**config.mk**
```make
export PLATFORM = sky130hd
export DESIGN_NAME = stage_sequencer_flat
export DESIGN_NICKNAME = d
export VERILOG_FILES = /design/src/rtl/stage_sequencer_pkg.sv /design/src/rtl/stage_sequencer_if.sv /design/src/rtl/stage_sequencer_mem_wait_timer.sv /design/src/rtl/stage_sequencer.sv /design/src/flat_wrapper.sv
export SDC_FILE = /design/constraint.sdc
export NUM_CORES = 1
export LEC_CHECK = 0
export BUFFER_PORTS_ARGS = -buffer_cell sky130_fd_sc_hd__clkbuf_2
export CAP_MARGIN = 20
export CORE_ASPECT_RATIO = 1.25
export CORE_MARGIN = 2
export CORE_UTILIZATION = 52
export CTS_CLUSTER_DIAMETER = 150
export DETAILED_ROUTE_END_ITERATION = 12
export PLACE_DENSITY = 0.87
export SYNTH_ARGS = -nofsm -noshare
export SYNTH_HDL_FRONTEND = slang
export SYNTH_HIERARCHICAL = 1
export SYNTH_SLANG_ARGS = --single-unit
```
**constraint.sdc**
```tcl
create_clock -name clk -period 2.15 [get_ports clk]
set_clock_uncertainty 0.15 [all_clocks]
set_input_delay 0.3225 -clock clk [delete_from_list [all_inputs] [get_ports clk]]
set_output_delay 0.3225 -clock clk [all_outputs]
set_load 0.1 [all_outputs]
```
**src/rtl/stage_sequencer_pkg.sv**
```systemverilog
// Shared types and constants for the stage sequencer.
// Stage codes drive the signal generation unit unchanged; STAGE_HALT is a
// code of its own that the signal generation unit decodes as "no control".
package stage_sequencer_pkg;

    localparam int unsigned STAGE_COUNT  = 3;
    localparam int unsigned OPCODE_COUNT = 5;
    localparam int unsigned GROUP_COUNT  = 3;
    localparam int unsigned RETIRE_W     = 16;
    localparam int unsigned WAIT_W       = 4;

    // Wait-counter value at which a stalled memory access is abandoned.
    localparam logic [WAIT_W-1:0] MEM_TIMEOUT = 4'd15;

    typedef enum logic [STAGE_COUNT-1:0] {
        STAGE_IF   = 3'd0,
        STAGE_ID   = 3'd1,
        STAGE_EX   = 3'd2,
        STAGE_MEM  = 3'd3,
        STAGE_WB   = 3'd4,
        STAGE_HALT = 3'd5
    } stage_t;

    typedef enum logic [OPCODE_COUNT-1:0] {
        TYPE_NOP  = 5'd0,
        TYPE_ADD  = 5'd1,
        TYPE_SUB  = 5'd2,
        TYPE_LDS  = 5'd3,
        TYPE_LD_Y = 5'd4,
        TYPE_STS  = 5'd5,
        TYPE_RJMP = 5'd6
    } opcode_t;

    typedef enum logic [GROUP_COUNT-1:0] {
        GROUP_ALU    = 3'd0,
        GROUP_MEM    = 3'd1,
        GROUP_BRANCH = 3'd2,
        GROUP_MISC   = 3'd3
    } group_t;

    // Opcodes that need a data-memory access stage.
    function automatic logic is_mem_op(input opcode_t op);
        return (op == TYPE_LDS) || (op == TYPE_LD_Y) || (op == TYPE_STS);
    endfunction

endpackage

```
**src/rtl/stage_sequencer_if.sv**
```systemverilog
// Control/status bundle between the instruction front end and the stage
// sequencer.
//   opcode_type, opcode_group : decoded instruction in flight (valid from ID)
//   mem_ready                 : memory access completes this cycle
//   halt_req, resume          : stop after retire / restart from HALT
//   pipeline_stage            : current stage code
//   instr_done, retired_count : retire pulse and retire counter
//   halted, bus_error         : HALT indication, sticky memory timeout flag
interface stage_sequencer_if;
    import stage_sequencer_pkg::*;

    opcode_t               opcode_type;
    group_t                opcode_group;
    logic                  mem_ready;
    logic                  halt_req;
    logic                  resume;
    stage_t                pipeline_stage;
    logic                  instr_done;
    logic [RETIRE_W-1:0]   retired_count;
    logic                  halted;
    logic                  bus_error;

    modport master (
        output opcode_type, opcode_group, mem_ready, halt_req, resume,
        input  pipeline_stage, instr_done, retired_count, halted, bus_error
    );

    modport slave (
        input  opcode_type, opcode_group, mem_ready, halt_req, resume,
        output pipeline_stage, instr_done, retired_count, halted, bus_error
    );

endinterface

```
**src/rtl/stage_sequencer_mem_wait_timer.sv**
```systemverilog
// Memory wait timer: counts MEM cycles spent waiting on mem_ready.
//   clk, reset : clock, async active-high reset
//   clear      : restart from zero (MEM entry)
//   count_en   : a MEM cycle passed without mem_ready
//   expired    : counter has reached MEM_TIMEOUT
module mem_wait_timer
    import stage_sequencer_pkg::*;
(
    input  logic clk,
    input  logic reset,
    input  logic clear,
    input  logic count_en,
    output logic expired
);

    logic [WAIT_W-1:0] count_q;

    // Saturate at the timeout value; the sequencer leaves MEM at that point.
    always_ff @(posedge clk or posedge reset) begin
        if (reset) begin
            count_q <= '0;
        end else if (clear) begin
            count_q <= '0;
        end else if (count_en && (count_q != MEM_TIMEOUT)) begin
            count_q <= count_q + WAIT_W'(1);
        end
    end

    assign expired = (count_q == MEM_TIMEOUT);

endmodule

```
**src/rtl/stage_sequencer.sv**
```systemverilog
// Stage sequencer: steps an instruction through IF/ID/EX/[MEM]/WB, stops in
// HALT on request or on a memory timeout, and counts retired instructions.
//   clk, reset : clock, async active-high reset
//   bus        : stage_sequencer_if.slave (decoded opcode, mem_ready,
//                halt_req, resume in; stage and status out)
module stage_sequencer
    import stage_sequencer_pkg::*;
(
    input  logic               clk,
    input  logic               reset,
    stage_sequencer_if.slave   bus
);

    stage_t              state_q;
    stage_t              state_d;
    logic                mem_entry;
    logic                count_en;
    logic                expired;
    logic                timeout;
    logic                resume_hit;
    logic                instr_done_q;
    logic                halted_q;
    logic                bus_error_q;
    logic [RETIRE_W-1:0] retired_q;

    // Opcode group is consumed downstream; stage sequencing needs only the type.
    logic unused_group;
    assign unused_group = ^bus.opcode_group;

    mem_wait_timer u_timer (
        .clk      (clk),
        .reset    (reset),
        .clear    (mem_entry),
        .count_en (count_en),
        .expired  (expired)
    );

    // State register.
    always_ff @(posedge clk or posedge reset) begin
        if (reset) begin
            state_q <= STAGE_IF;
        end else begin
            state_q <= state_d;
        end
    end

    // Next-state logic and timer/status strobes.
    always_comb begin
        state_d    = state_q;
        mem_entry  = 1'b0;
        count_en   = 1'b0;
        timeout    = 1'b0;
        resume_hit = 1'b0;
        case (state_q)
            STAGE_IF: state_d = STAGE_ID;
            STAGE_ID: state_d = STAGE_EX;
            STAGE_EX: begin
                if (is_mem_op(bus.opcode_type)) begin
                    state_d   = STAGE_MEM;
                    mem_entry = 1'b1;
                end else begin
                    state_d = STAGE_WB;
                end
            end
            STAGE_MEM: begin
                // A late acknowledge in the timeout cycle still completes.
                if (bus.mem_ready) begin
                    state_d = STAGE_WB;
                end else if (expired) begin
                    state_d = STAGE_HALT;
                    timeout = 1'b1;
                end else begin
                    count_en = 1'b1;
                end
            end
            STAGE_WB: begin
                state_d = bus.halt_req ? STAGE_HALT : STAGE_IF;
            end
            STAGE_HALT: begin
                if (bus.resume) begin
                    state_d    = STAGE_IF;
                    resume_hit = 1'b1;
                end
            end
            default: state_d = STAGE_IF;
        endcase
    end

    // Status registers, loaded from the next state so they line up with it.
    always_ff @(posedge clk or posedge reset) begin
        if (reset) begin
            instr_done_q <= 1'b0;
            halted_q     <= 1'b0;
            retired_q    <= '0;
            bus_error_q  <= 1'b0;
        end else begin
            instr_done_q <= (state_d == STAGE_WB);
            halted_q     <= (state_d == STAGE_HALT);
            if (state_d == STAGE_WB) begin
                retired_q <= retired_q + RETIRE_W'(1);
            end
            if (timeout) begin
                bus_error_q <= 1'b1;
            end else if (resume_hit) begin
                bus_error_q <= 1'b0;
            end
        end
    end

    assign bus.pipeline_stage = state_q;
    assign bus.instr_done     = instr_done_q;
    assign bus.halted         = halted_q;
    assign bus.retired_count  = retired_q;
    assign bus.bus_error      = bus_error_q;

endmodule

```
**src/flat_wrapper.sv**
```systemverilog
// flat-port wrapper written by rule: the top's interface ports become plain ports
module stage_sequencer_flat import stage_sequencer_pkg::*;
  (clk, reset, bus_opcode_type, bus_opcode_group, bus_mem_ready, bus_halt_req, bus_resume, bus_pipeline_stage, bus_instr_done, bus_retired_count, bus_halted, bus_bus_error);
  stage_sequencer_if bus_i ();
  input  logic clk;
  input  logic reset;
  input wire logic [$bits(bus_i.opcode_type)-1:0] bus_opcode_type;
  input wire logic [$bits(bus_i.opcode_group)-1:0] bus_opcode_group;
  input wire logic [$bits(bus_i.mem_ready)-1:0] bus_mem_ready;
  input wire logic [$bits(bus_i.halt_req)-1:0] bus_halt_req;
  input wire logic [$bits(bus_i.resume)-1:0] bus_resume;
  output wire logic [$bits(bus_i.pipeline_stage)-1:0] bus_pipeline_stage;
  output wire logic [$bits(bus_i.instr_done)-1:0] bus_instr_done;
  output wire logic [$bits(bus_i.retired_count)-1:0] bus_retired_count;
  output wire logic [$bits(bus_i.halted)-1:0] bus_halted;
  output wire logic [$bits(bus_i.bus_error)-1:0] bus_bus_error;
  assign bus_i.opcode_type = bus_opcode_type;
  assign bus_i.opcode_group = bus_opcode_group;
  assign bus_i.mem_ready = bus_mem_ready;
  assign bus_i.halt_req = bus_halt_req;
  assign bus_i.resume = bus_resume;
  assign bus_pipeline_stage = bus_i.pipeline_stage;
  assign bus_instr_done = bus_i.instr_done;
  assign bus_retired_count = bus_i.retired_count;
  assign bus_halted = bus_i.halted;
  assign bus_bus_error = bus_i.bus_error;
  stage_sequencer u_core (.clk(clk), .reset(reset), .bus(bus_i));
endmodule
```
==> run_results.csv <==
group,metric,value,unit
clock_tree,root_buffer,"clkbuf_4",
pwr,power_frac_seq,0.335,
placement,dpl.hpwl,2.132,mm
die,die_h,62.20,um
logic_synthesis,yosysWarnings,6,
layout,areaGrowthSynthToFinish,19.72,%
logic_synthesis,yosysTopAreaCellShare,0.4618,
logic_synthesis,synth_area_leaders,"dfrtp_1, xor2_1, xnor2_1, nand4_1, nor4_4",
die,rows,21,
clock_tree,cts_tree,"yes",
timing,finalSetupTns,0,ns
layout,final_nets,180,
critical_path,critPathMaxStageDelay,0.44,ns
die,die-area,3144,sq um
die,core-area,2628,sq um
timing,worst_slew_pin_slew,0.5442,ns
timing,hold_viol,0,
clock_tree,postCtsSetupBuffers,0,
logic_synthesis,synth_nets,139,
critical_path,critical_path.startpoint_type,"register",
layout,n_antenna_cell,0,
clock_tree,clockBufferDepth,2,
pwr,p_per_area,1298,nW/um^2
die,chipWidth,50.56,um
drt,vias,1129,
clock_tree,cts.clk_slew.worst_paths,0.14,ns
worst_hold_path,hold_path_depth,3,
drt,wl_per_cell,13.97,um
grt,grt_max_degree,23,
placement,place_area,1640,sq um
worst_hold_path,hold_path_end,"u_core/bus.pipeline_stage[2]$_DFF_PP0_",
layout,postLayoutCellArea,1687,sq um
pwr,vdd_ir_drop_max,1.009,mV
drt,dr.pass1.iters,4,
logic_synthesis,synth_cell_types,45,
grt,antenna_found_initial,0,
grt,grt.overflow.total,0,
layout,drive_gt1_frac,0.3841,
critical_path,r2r-start,"u_core/u_timer/count_q[0]$_DFFE_PP0P_",
logic_synthesis,syn_area_per_cell,11.36,sq um
critical_path,cp.required,2.25,ns
pwr,netSwitchingPower,0.001185,W
critical_path,cp_cell_sequence,"ha_1 -> and3_4 -> nor3_1 -> nand4_1 -> or2_2 -> a21oi_1",
critical_path,end_kind,"register",
worst_hold_path,hp-class,"input port to register",
critical_path,worstReg2RegEnd,"u_core/u_timer/count_q[3]$_DFFE_PP0P_",
clock_tree,ctsHoldBuffers,1,
logic_synthesis,synth_ff_type,"dfrtp_1",
logic_synthesis,syn_area,1409,sq um
timing,rsz0062_at_grt,"false",
timing,clock.fmax,0.4878,GHz
drt,viasPerCell,5.702,
timing,period_minus_slack,2.050,ns
critical_path,reg2reg_depth,6,
drt,ant_nets,0,
pwr,leakage,0.8172,nW
placement,io_buffers,31,
clock_tree,cts_buffers,3,
clock_tree,ctsResizeCount,0,
drt,drtIter0Drc,38,
critical_path,critical_path_class,"register to register",
pwr,clkPwrFrac,0.114,
pwr,p_comb_frac,0.551,
clock_tree,clk_latency,0.32,ns
logic_synthesis,yosysTopAreaCell,"dfrtp_1",
die,start_util,0.5362,
flow_run,maxCapViolCount,0,
layout,fillers,225,
placement,gp_congestion,0.7663,
critical_path,worst_ep_arrival_time,2.15,ns
pwr,intPower,0.001004,W
critical_path,crit_fanout,6,
drt,drt-total-wl,2.767,mm
critical_path,critPathSlowestCell,"dfrtp_1",
die,io_pins,35,
logic_synthesis,synth-edff-count,0,
grt,grt_pass1_wl,4.429,mm
timing,slew_headroom,0.6388,
drt,drc_errors,0,
logic_synthesis,synthArstFlopShare,1.000,
grt,grt_use_total,0.1822,
logic_synthesis,ys_seq_area_frac,0.4618,
timing,fin_hold_ws,0.1868,ns
critical_path,r2r_slack,0.10,ns
logic_synthesis,ys_ff_latch,26,
worst_hold_path,min-delay-start,"bus_halt_req",
pwr,p_sw_frac,0.5415,
clock_tree,cts.htree.levels,1,
timing,timing.final.crit_share,0.9535,
logic_synthesis,syn_inst,124,
outcome,outcome,"finished clean",
clock_tree,clock-sinks,26,
grt,grt_pass1_vias,1003,
timing,finalSetupViolCount,0,
timing,slew_viol_final,0,
power groups by stage:
stage	registers, W	clock network [W]	logic [W]
finish	0.000734	0.000249	0.00121
global route	0.000757	0.000264	0.00126
CTS	0.000733	0.000255	0.00121
detailed placement	0.000743	0	0.00121
global placement	0.000730	0	0.00119
floorplan	0.00135	0	0.000389
through the flow:
stage	util	power, W	setup WS (ns)	cells
CTS	0.6419	0.002203	0.1153	198
finish	0.6419	0.002189	0.1000	198
detailed placement	0.6243	0.001953	0.1395	193
global route	0.6419	0.002280	0.02398	198
global placement	0.6243	0.001917	0.1666	193
floorplan	-	0.001739	0.02281	124
placed cells by master, fill, tap and decap left out, types with 4 or more instances in the layout:
cell      count
clkbuf_2     31
dfrtp_1      20
xor2_1        9
nand2_1       8
nor3_1        7
nand4_1       7
xnor2_1       6
dfrtp_2       6
buf_4         5
nor2_1        5
nand3_1       4
nand2b_1      4
how the worst max path moves through the flow:
stage | startpoint | to | slack (ns) | depth (start not counted)
finish | u_core/u_timer/count_q[0]$_DFFE_PP0P_ | u_core/u_timer/count_q[3]$_DFFE_PP0P_ | 0.10 | 6
global route | u_core/u_timer/count_q[0]$_DFFE_PP0P_ | u_core/u_timer/count_q[3]$_DFFE_PP0P_ | 0.02 | 6
CTS | u_core/u_timer/count_q[0]$_DFFE_PP0P_ | u_core/u_timer/count_q[0]$_DFFE_PP0P_ | 0.12 | 5
detailed placement | u_core/u_timer/count_q[0]$_DFFE_PP0P_ | u_core/u_timer/count_q[0]$_DFFE_PP0P_ | 0.14 | 5
global placement | u_core/u_timer/count_q[0]$_DFFE_PP0P_ | u_core/u_timer/count_q[0]$_DFFE_PP0P_ | 0.17 | 5
floorplan | u_core/bus.pipeline_stage[0]$_DFF_PP0_ | u_core/u_timer/count_q[0]$_DFFE_PP0P_ | 0.02 | 4
cell usage after synthesis (2+ instances only):
cell type,number
and3_1,2
nor4_4,2
a21oi_1,2
dfrtp_1,26
xnor2_1,6
nand2_1,8
nand2b_1,4
and2_1,2
xor2_1,9
nand3_1,4
nor2_1,5
inv_1,3
nor3_1,7
ha_1,2
o21ai_0,2
nor2b_1,3
and4_1,2
nand4_1,7
and2b_2,2
worst max-delay path, delay by kind of cell (launching register included):
family | cells | cell delay (ns)
AO/OA/AOI/OAI | 1 | 0.14
AND/OR/NAND/NOR | 4 | 1.01
adder cells (fa/ha/maj) | 1 | 0.23
flip-flops | 1 | 0.44
cell families after synthesis:
group,share of synthesized area
buf+inv,0.01598
mux,0.02575
compound gates,0.09149
xor+xnor,0.09325
fa+ha+maj,0.01776
flops,0.4618
simple gates,0.2940
routing by layer:
| metal | global-route usage | share of wire |
|---|---|---|
| met2 | 0.3191 | 0.52 |
| met4 | 0.07095 | 0.017 |
| met5 | 0 | 0 |
| met3 | 0.02404 | 0.051 |
| met1 | 0.2226 | 0.42 |
sequential cells by signal, summed over array words and instances (netlist names):
name	count
u_core/bus.retired_count	16
u_core/u_timer/count_q	4
u_core/bus.pipeline_stage	3
u_core/bus.bus_error	1
u_core/bus.halted	1
u_core/bus.instr_done	1
area by class of cell:
cell class              count  area [sq um]  area share
repair buffers             37         202.7      0.1202
multi-input cells          94         735.7      0.4362
clock buffers               4         36.28     0.02151
inverters                   3         11.26    0.006677
well taps                  34         42.54     0.02522
flip-flops and latches     26         658.1      0.3902
Note: power is estimated with default switching activity, not from simulation.
